File: src/rtl/simon_pkg.sv
// Shared types and constants for the Simon sequencer: FSM state encoding,
// button index type and LFSR seed/taps.
package simon_pkg;

  typedef enum logic [2:0] {
    IDLE,
    ADD,
    SHOW_ON,
    SHOW_OFF,
    PLAYER,
    OVER,
    WIN
  } state_t;

  typedef logic [1:0] btn_t;

  localparam logic [7:0] LFSR_SEED = 8'hA5;
  localparam logic [7:0] LFSR_TAPS = 8'hB8;

endpackage

File: src/rtl/simon_lfsr.sv
// 8-bit Galois LFSR (right-shifting, taps 0xB8) that free-runs every cycle;
// its two low bits pick the next button to append to the sequence.
module simon_lfsr
  import simon_pkg::*;
(
  input  logic clk,
  input  logic reset,
  output btn_t o_rand
);

  logic [7:0] r_q;

  always_ff @(posedge clk) begin
    if (reset) r_q <= LFSR_SEED;
    else       r_q <= {1'b0, r_q[7:1]} ^ (r_q[0] ? LFSR_TAPS : 8'h00);
  end

  assign o_rand = r_q[1:0];

endmodule

File: src/rtl/simon_sequencer.sv
// Simon game sequencer: grows a random button sequence, plays it back, then
// checks the player's replay. Define SIMON_SPEEDUP_EN to shorten the lit time
// as the sequence grows.
module simon_sequencer
  import simon_pkg::*;
#(
  parameter int MAX_LEN       = 16,
  parameter int ON_TICKS      = 30,
  parameter int OFF_TICKS     = 15,
  parameter int TIMEOUT_TICKS = 120
) (
  input  logic       clk,
  input  logic       reset,
  input  logic       start,
  input  logic [1:0] player_num,
  input  logic       player_pressed,
  output logic       simon_turn,
  output logic [1:0] simon_num,
  output logic       simon_pressed,
  output logic [4:0] level,
  output logic       game_over,
  output logic       win
);

  localparam int IW = (MAX_LEN > 1) ? $clog2(MAX_LEN) : 1;
  localparam int TW = 16;

  state_t        r_state;
  btn_t          r_seq [MAX_LEN];
  logic [5:0]    r_len;
  logic [IW-1:0] r_idx;
  logic [TW-1:0] r_timer;

  btn_t          w_rand;
  logic          w_last;
  logic          w_match;
  logic [IW-1:0] w_idx_nxt;
  logic [TW-1:0] w_on_last;

  simon_lfsr u_lfsr (
    .clk    (clk),
    .reset  (reset),
    .o_rand (w_rand)
  );

  assign w_idx_nxt = r_idx + 1'b1;
  assign w_last    = (6'(r_idx) == r_len - 6'd1);
  assign w_match   = (player_num == r_seq[r_idx]);
  assign level     = r_len[4:0];

`ifdef SIMON_SPEEDUP_EN
  // Lit time shrinks by two ticks per level, floored at six ticks.
  int w_on_calc;
  always_comb begin
    w_on_calc = ON_TICKS - 2 * (int'(r_len) - 1);
    if (w_on_calc < 6) w_on_calc = 6;
  end
  assign w_on_last = TW'(w_on_calc - 1);
`else
  assign w_on_last = TW'(ON_TICKS - 1);
`endif

  always_ff @(posedge clk) begin
    if (reset) begin
      r_state       <= IDLE;
      r_len         <= 6'd0;
      r_idx         <= '0;
      r_timer       <= '0;
      simon_turn    <= 1'b0;
      simon_num     <= 2'd0;
      simon_pressed <= 1'b0;
      game_over     <= 1'b0;
      win           <= 1'b0;
    end else begin
      case (r_state)
        IDLE, OVER, WIN: begin
          if (start) begin
            r_state    <= ADD;
            r_len      <= 6'd0;
            r_idx      <= '0;
            r_timer    <= '0;
            simon_turn <= 1'b1;
            game_over  <= 1'b0;
            win        <= 1'b0;
          end
        end
        ADD: begin
          r_seq[r_len[IW-1:0]] <= w_rand;
          r_len         <= r_len + 6'd1;
          r_idx         <= '0;
          r_timer       <= '0;
          r_state       <= SHOW_ON;
          simon_pressed <= 1'b1;
          // First step of a new game is being written this very cycle.
          simon_num     <= (r_len == 6'd0) ? w_rand : r_seq[0];
        end
        SHOW_ON: begin
          if (r_timer == w_on_last) begin
            r_timer       <= '0;
            r_state       <= SHOW_OFF;
            simon_pressed <= 1'b0;
          end else begin
            r_timer <= r_timer + 1'b1;
          end
        end
        SHOW_OFF: begin
          if (r_timer == TW'(OFF_TICKS - 1)) begin
            r_timer <= '0;
            if (!w_last) begin
              r_idx         <= w_idx_nxt;
              r_state       <= SHOW_ON;
              simon_pressed <= 1'b1;
              simon_num     <= r_seq[w_idx_nxt];
            end else begin
              r_idx      <= '0;
              r_state    <= PLAYER;
              simon_turn <= 1'b0;
            end
          end else begin
            r_timer <= r_timer + 1'b1;
          end
        end
        PLAYER: begin
          // A press wins over a timeout landing in the same cycle.
          if (player_pressed) begin
            r_timer <= '0;
            if (!w_match) begin
              r_state   <= OVER;
              game_over <= 1'b1;
            end else if (!w_last) begin
              r_idx <= w_idx_nxt;
            end else if (r_len < 6'(MAX_LEN)) begin
              r_state    <= ADD;
              simon_turn <= 1'b1;
            end else begin
              r_state <= WIN;
              win     <= 1'b1;
            end
          end else if (r_timer == TW'(TIMEOUT_TICKS - 1)) begin
            r_state   <= OVER;
            game_over <= 1'b1;
          end else begin
            r_timer <= r_timer + 1'b1;
          end
        end
        default: r_state <= IDLE;
      endcase
    end
  end

endmodule

File: config.mk
export PLATFORM = sky130hd
export DESIGN_NAME = simon_sequencer
export DESIGN_NICKNAME = d
export VERILOG_FILES = /design/src/rtl/simon_pkg.sv /design/src/rtl/simon_lfsr.sv /design/src/rtl/simon_sequencer.sv
export SDC_FILE = /design/constraint.sdc
export NUM_CORES = 1
export LEC_CHECK = 0
export CAP_MARGIN = 5
export CORE_MARGIN = 2
export CORE_UTILIZATION = 65
export DETAILED_ROUTE_END_ITERATION = 10
export PLACE_DENSITY = 0.81
export SYNTH_ARGS = -nofsm -noshare
export SYNTH_HDL_FRONTEND = slang
export SYNTH_SLANG_ARGS = --single-unit
File: constraint.sdc
create_clock -name clk -period 5.7 [get_ports clk]
set_input_delay 1.14 -clock clk [delete_from_list [all_inputs] [get_ports clk]]
set_output_delay 1.14 -clock clk [all_outputs]
set_load 0.1 [all_outputs]
== Yosys cells after proc, flatten, opt, wreduce, memory -nomap -nowiden ==
Memories as Yosys holds them, arrays and structs flattened. A register that Yosys moved wholly into a read port is not among the register bits.
Cells that the tools add are included.
Operators by class
  add/sub/neg operators: 4
  magnitude comparators: 1
  equality and inequality tests: 26
  muxes and demuxes: 57
  bitwise logic cells: 1
  reductions and logical operators: 19
Operators by type and width (number)
  16-bit two-way mux: 5
  16-bit one-hot mux with 5 select lines: 1
  4-bit two-way mux: 8
  3-bit two-way mux: 9
  2-bit != test, second input constant: 11
  1-bit two-way mux: 21
  16-bit by 1-bit adder with 16-bit output, second input constant: 1
  16-bit by 4-bit == test with 1-bit output, second input constant: 1
  16-bit by 5-bit == test with 1-bit output, second input constant: 1
  16-bit by 7-bit == test with 1-bit output, second input constant: 1
  4-bit one-hot mux with 4 select lines: 1
  3-bit one-hot mux with 5 select lines: 1
  6-bit one-hot mux with 2 select lines: 1
  6-bit AND reduction: 2
  3-bit == test, second input constant: 3
  3-bit != test, second input constant: 3
  8-bit two-way mux: 1
  4-bit AND reduction: 2
  8-bit AND reduction: 1
  7-bit by 8-bit XOR with 8-bit output: 1
  6-bit by 1-bit adder with 6-bit output, second input constant: 1
  3-bit by 2-bit == test with 1-bit output, second input constant: 2
  4-bit by 6-bit == test with 1-bit output: 1
  6-bit zero test: 1
  other kinds (20): 28
Word-level totals
  bits in registers: 43
  bits in writable memories: 32
  input port bits: 6
  logic and storage cells: 119
  memories kept: 1
Memories
  r_seq: words 16, width 2, read ports 3, clocked after Yosys merged registers in 1, write ports 1, line simon_sequencer.sv:29  | btn_t r_seq [MAX_LEN];

== Logic depth before layout (Yosys ltp) ==
Gate-level depths: netlist of the first run.
  depth in word-level cells: 8
  depth in mapped cells: 10

== Modules after synthesis ==
Synthesis of the first run repeated with hierarchy kept, for this count alone.
Unflattened totals
  cell total of the unflattened synthesis: 421
  area total of the unflattened synthesis: 4307.9 um2
Modules (own cells, without submodules)
  simon_sequencer: times used 1, cells an instance 400, area an instance 4061.4 um2
  simon_lfsr: times used 1, cells an instance 21, area an instance 246.5 um2

== Least setup slack after synthesis of the first run ==
Ideal clock, no wire load.
  path kind: input port to flip-flop
  start point: input port start
  end point: register r_timer[15]
  data arrival time: 2717 ps
  required time: 5569 ps
  setup slack: 2852 ps
  stages: 7
  cell sequence: inv_1 -> maj3_1 -> a31o_2 -> a211oi_1 -> nand4_1 -> xor2_1 -> nor2_1
Between the ends
  word-level cells in the longest chain between the ends: 2
Ends and longest elaborated chain
  from (decl): line simon_sequencer.sv:14  | input logic start,
  2-bit != test (no source line)
  3-bit AND reduction (no source line)
  to (signal assigned): line simon_sequencer.sv:103  | r_timer <= r_timer + 1'b1;
  to (signal assigned): line simon_sequencer.sv:120  | r_timer <= r_timer + 1'b1;
  to (signal assigned): line simon_sequencer.sv:143  | r_timer <= r_timer + 1'b1;
  to (decl): line simon_sequencer.sv:32  | logic [TW-1:0] r_timer;
No other way between the ends.
A chain may end at the register's enable or synchronous reset.

== Worst setup path after layout of the first run ==
  start point: input port start
  end point: register r_timer[13]
The elaborated chain is that of the path after synthesis.

==> qor.csv, run 1 <==
metric,value,unit
outcome,completed,
Final Hold Viols,0,
area grow syn2layout,6.611,%
Die Area,0.007337,mm^2
Residual DRC,0,
Mapped Nets,439,
Static Leak,1.559,nW
worst slew pin tran,1.128,ns
initial antenna violation count,0,
GRT Overall Usage,26.69,%
CP max FO,16,
met2 Track Usage GR,40.84,%
vias,3296,
Synth warnings,0,
layout cell share with drive strength beyond 1,10.00,%
"Top FF cell, synth",dfxtp_1,
CP Class,in2reg,
M3 GR Usage,7.700,%
CP Launch Type,input pin,
Pre-antenna DRT Iters,5,
Slew Limit Headroom,24.65,%
max_cap viols,0,
Num Clock Sinks,79,
remaining global-route overflow,0,
number of flops mapped to enable cells by yosys,32,
Hold Path Class,reg2reg,
setup bufs post-CTS,0,
WL final,9.394,mm
CTS max path bufs,2,
Yosys reg bits,79,
Iter 0 DRT Violations,427,
drt via density,6.501,
post-synth top area cell,edfxtp_1,
ranking of synthesized cells by area,"edfxtp_1, dfxtp_1, mux4_2, nor2_1, xor2_1",
Total Nets Final,440,
Final Skew,0.01435,ns
Crit path largest cell delay,0.89,ns
CTS resizes,0,
Final Power,1.613,mW
FP Rows,29,
register area share after synthesis,43.88,%
clock root buffer,clkbuf_8,
cts bufs inserted,9,
worst path cell trace,"clkdlybuf4s50_1, inv_1, maj3_1, a31o_2, a21o_1, o21bai_1, nor2_1",
setup violators final,0,
Peak VDD IR,0.0003168,V
setup tns final,0,ns
fin util,72.36,%
Final period util,59.50,%
H-tree depth,3,
Top-Level Pins,17,
"Avg Cell Area, Syn",10.22,um^2
met1 track demand over resource,37.00,%
most frequent cells in the layout,"nor2_1, dfxtp_1, nand2_1, edfxtp_1, o21ai_0",
"most common cell after layout, fill and taps aside",nor2_1,
HPWL after DPL,6.754,mm
buffers added on ports,16,
unrepaired setup endpoints after global routing,false,
gp weighted congestion,0.8684,
CTS tree,yes,
n_diodes,0,
GR peak layer,met2,
Crit-path slowest cell,o21bai_1,
Setup crit end kind,flop,
synthesized area,0.004334,mm^2
cts hold-fix bufs,0,
pin count of the biggest net entering global routing,33,
Async SR Flop Fraction,0,%
clk slew on worst S/H paths,0.08,ns
wire per inst,18.53,um
hold_ws,0.4169,ns
Starting Density,67.87,%
CP required,5.90,ns
Synth top area share,22.17,%
die width,85.66,um
fmax,294.9,MHz
first-pass GRT wire length,15.06,mm
PwrDens,349.0,mW/mm^2
max-slew violation count,0,
Mapped Cells,424,
core region area,0.006386,mm^2
antenna-violating nets left,0,
vias in the first global route,2993,
DIE HEIGHT,85.66,um
min Tclk post-route,3.391,ns
CP arrival,3.59,ns
Worst-Skew Late Latency,0.36,ns
"Distinct cells, synth",62,
==> worst paths after layout <==
kind | slack (ns) | start | cells after the start | to
worst max-delay path | 2.31 | start | 7 | r_timer[13]$_SDFFE_PP0P_
worst min-delay path | 0.42 | u_lfsr.r_q[3]$_SDFF_PP0_ | 1 | u_lfsr.r_q[2]$_SDFF_PP1_
worst max register to register | 2.75 | r_len[0]$_SDFFE_PP0P_ | 8 | flop
worst min register to register | 0.42 | u_lfsr.r_q[3]$_SDFF_PP0_ | 1 | u_lfsr.r_q[2]$_SDFF_PP1_
==> power breakdown <==
group | internal (mW) | leakage (nW) | switching [mW]
Clock | 0.197 | 0.0980 | 0.208
Sequential | 0.626 | 0.671 | 0.0728
Combinational | 0.177 | 0.790 | 0.332
==> registers in the layout (all words and copies together), names as in the netlist, named ones only <==
signal and flops:
game_over 1, r_idx 4, r_len 6, r_seq 32, r_state 3, r_timer 16
simon_num 2, simon_pressed 1, simon_turn 1, u_lfsr.r_q 8, win 1
==> stage by stage <==
step	setup WS [ns]	instances	instance area, um^2
after floorplan	2.852	424	4334
after global placement	2.022	491	4427
after detailed placement	1.918	491	4427
after CTS	2.289	507	4621
after global routing	2.034	507	4621
final	2.309	507	4621
==> routing by layer <==
layer | wire length [um] | vias up | part of all wire, %
li1 | - | 1543 | -
met1 | 4200 | 1586 | 45
met2 | 4364 | 147 | 46
met3 | 672 | 20 | 7.2
met4 | 157 | 0 | 1.7
met5 | 0 | - | 0
==> synth_stat cells (2+ instances only) <==
master / number
xnor2_1: 12
or3_1: 3
nand3_1: 8
edfxtp_1: 32
a211oi_1: 8
a31oi_1: 3
o31ai_1: 2
a41oi_1: 2
o22ai_1: 2
mux4_2: 14
dfxtp_1: 47
nand4bb_1: 2
mux4_1: 4
mux2i_1: 8
buf_2: 2
xor2_1: 17
inv_1: 11
and2_1: 3
nor2b_1: 6
a21oi_1: 20
o21ai_0: 24
ha_1: 9
clkbuf_1: 12
a311oi_1: 2
buf_1: 2
nor2_1: 62
nor3_1: 9
nand2_1: 32
and3_1: 3
or4_1: 2
nor4_1: 2
o41ai_1: 2
or2_2: 6
buf_4: 6
nand4_1: 8
buf_6: 4
nand2b_1: 4
nand3b_1: 3
nor4b_1: 3
==> worst max-delay path: cells and delay by family <==
kind            cells  cell delay, ns
fa+ha+maj           1            0.36
compound gates      3            1.34
buf+inv             2            0.64
simple gates        1            0.12
==> cell type report <==
type,instances,area (um^2)
multi-input cells,307,2220
flip-flops and latches,79,1902
fillers,476,1765
repair buffers,17,167.7
clock buffers,12,166.4
well taps,77,96.34
inverters,11,41.29
clock inverters,4,27.53
==> logic make-up after synthesis <==
kind of cell | after synthesis | synth area share, %
xor gates and xnor gates | 30 | 6.409
and+or+nand+nor | 164 | 19.34
muxes | 26 | 11.55
adders and majority gates | 10 | 2.829
buffers and inverters | 38 | 4.908
AOI/OAI and AO/OA | 77 | 11.09
DFF | 79 | 43.88
(Power assumes the default switching activity.)
==> run 2: changes to the inputs <==
CORE_UTILIZATION = 61   (was 65)
PLACE_DENSITY = 0.77   (was 0.81)
clock period = 3.2 ns   (was 5.7 ns; I/O delays follow)
==> qor.csv, run 2 (synthesis results as in run 1) <==
metric,value,unit
register share of total power,41.3,%
Static Leak,1.634,nW
outcome,completed,
cts bufs inserted,9,
hold_ws,0.4319,ns
setup bufs post-CTS,0,
Starting Density,63.44,%
CP Launch Type,flop,
most frequent cells in the layout,"nor2_1, dfxtp_1, nand2_1, edfxtp_1, o21ai_0",
WL final,9.352,mm
unrepaired setup endpoints after global routing,false,
H-tree depth,3,
CP Class,reg2reg,
Total Nets Final,446,
flop2flop setup slack,0.45,ns
buffers added on ports,16,
CTS max path bufs,2,
Num Clock Sinks,79,
Pre-antenna DRT Iters,5,
CP arrival,3.04,ns
Slew Limit Headroom,53.93,%
Final Hold Viols,0,
FP Rows,30,
"most common cell after layout, fill and taps aside",nor2_1,
setup violators final,0,
DIE HEIGHT,88.29,um
Final period util,85.89,%
setup tns final,0,ns
fmax,363.9,MHz
Net Sw Frac,37.04,%
Crit-path slowest cell,dfxtp_1,
n_diodes,0,
min Tclk post-route,2.748,ns
max_cap viols,0,
Combinational Power Share,29.9,%
max reg flops,32,
clk slew on worst S/H paths,0.09,ns
CTS tree,yes,
CP required,3.49,ns
vias,3253,
initial antenna violation count,0,
Crit path largest cell delay,0.61,ns
layout cell share with drive strength beyond 1,13.99,%
wire per inst,17.58,um
Die Area,0.007795,mm^2
max-slew violation count,0,
Clock Power Share,28.8,%
first-pass GRT wire length,15.33,mm
Top-Level Pins,17,
vias in the first global route,2992,
pin count of the biggest net entering global routing,32,
PwrDens,638.8,mW/mm^2
Residual DRC,0,
drt via density,6.115,
Setup crit end kind,flop,
area grow syn2layout,8.747,%
cts hold-fix bufs,0,
gp weighted congestion,0.9261,
net switching power,1.115,mW
dpl cells,516,
Int Pwr,1.896,mW
Hold Path Class,reg2reg,
die width,88.29,um
HPWL after DPL,6.590,mm
CTS resizes,0,
Final Skew,0.01162,ns
antenna-violating nets left,0,
remaining global-route overflow,0,
Final Power,3.011,mW
Peak VDD IR,0.0006508,V
clock root buffer,clkbuf_8,
Iter 0 DRT Violations,272,
core region area,0.006832,mm^2
worst slew pin tran,0.6902,ns
worst path cell trace,"mux4_2, mux2i_1, xnor2_1, nor4b_4, nor3_1, or4_1, a21oi_1",
Finished Layout Cells,532,
CP max FO,8,
Worst-Skew Late Latency,0.36,ns
GRT Overall Usage,26.35,%
fin util,68.99,%
## run 2: through the flow
step,worst slack [ns],instance area (um^2)
4_1_cts,0.4641,4713
6_report,0.4516,4713
2_1_floorplan,0.7237,4334
5_1_grt,0.1239,4713
3_5_place_dp,0.3415,4481
3_3_place_gp,0.3901,4481
## run 2: cell type report
cell class | instances | area [um^2]
fill | 521 | 2118
multi-input combinational | 307 | 2220
tap | 96 | 120.1
clock buffer | 9 | 123.9
timing repair buffer | 23 | 197.7
sequential | 79 | 1902
inverter | 11 | 41.29
clock inverter | 7 | 108.9
## run 2: worst paths after layout
path,endpoint,start,depth (start not counted)
min,u_lfsr.r_q[2]$_SDFF_PP1_,u_lfsr.r_q[3]$_SDFF_PP0_,1
min reg2reg,u_lfsr.r_q[2]$_SDFF_PP1_,u_lfsr.r_q[3]$_SDFF_PP0_,1
max reg2reg,flop,flop,7
max,flop,flop,7
## run 2: power by group through the flow
stage / registers (mW) / clock network, mW / logic [mW]
after global placement: 1.26 / 0 / 0.881
after floorplan: 1.33 / 0 / 0.642
final: 1.24 / 0.868 / 0.901
after global routing: 1.26 / 0.917 / 0.994
after CTS: 1.24 / 0.883 / 0.899
after detailed placement: 1.26 / 0 / 0.893
## run 2: worst max-delay path: cells and delay by family, from the launching register on
family,cells,cell delay (ns)
multiplexers,2,0.75
AND/OR/NAND/NOR,3,1.04
AO/OA/AOI/OAI,1,0.15
XOR/XNOR,1,0.12
flip-flops,1,0.61
## run 2: routing by layer
layer	wire [um]	GRT usage, %	vias to the layer above	share of wire (%)
li1	-	-	1560	-
met1	3959	36.06	1521	42
met2	4513	40.33	150	48
met3	623	6.716	22	6.7
met4	256	11.02	0	2.7
met5	0	0	-	0
==> run 3: changes to the inputs <==
SKIP_LAST_GASP = 1   (was not set)
==> results of run 3 <==
The final DEF is identical to that of run 2; final timing and power are the same.
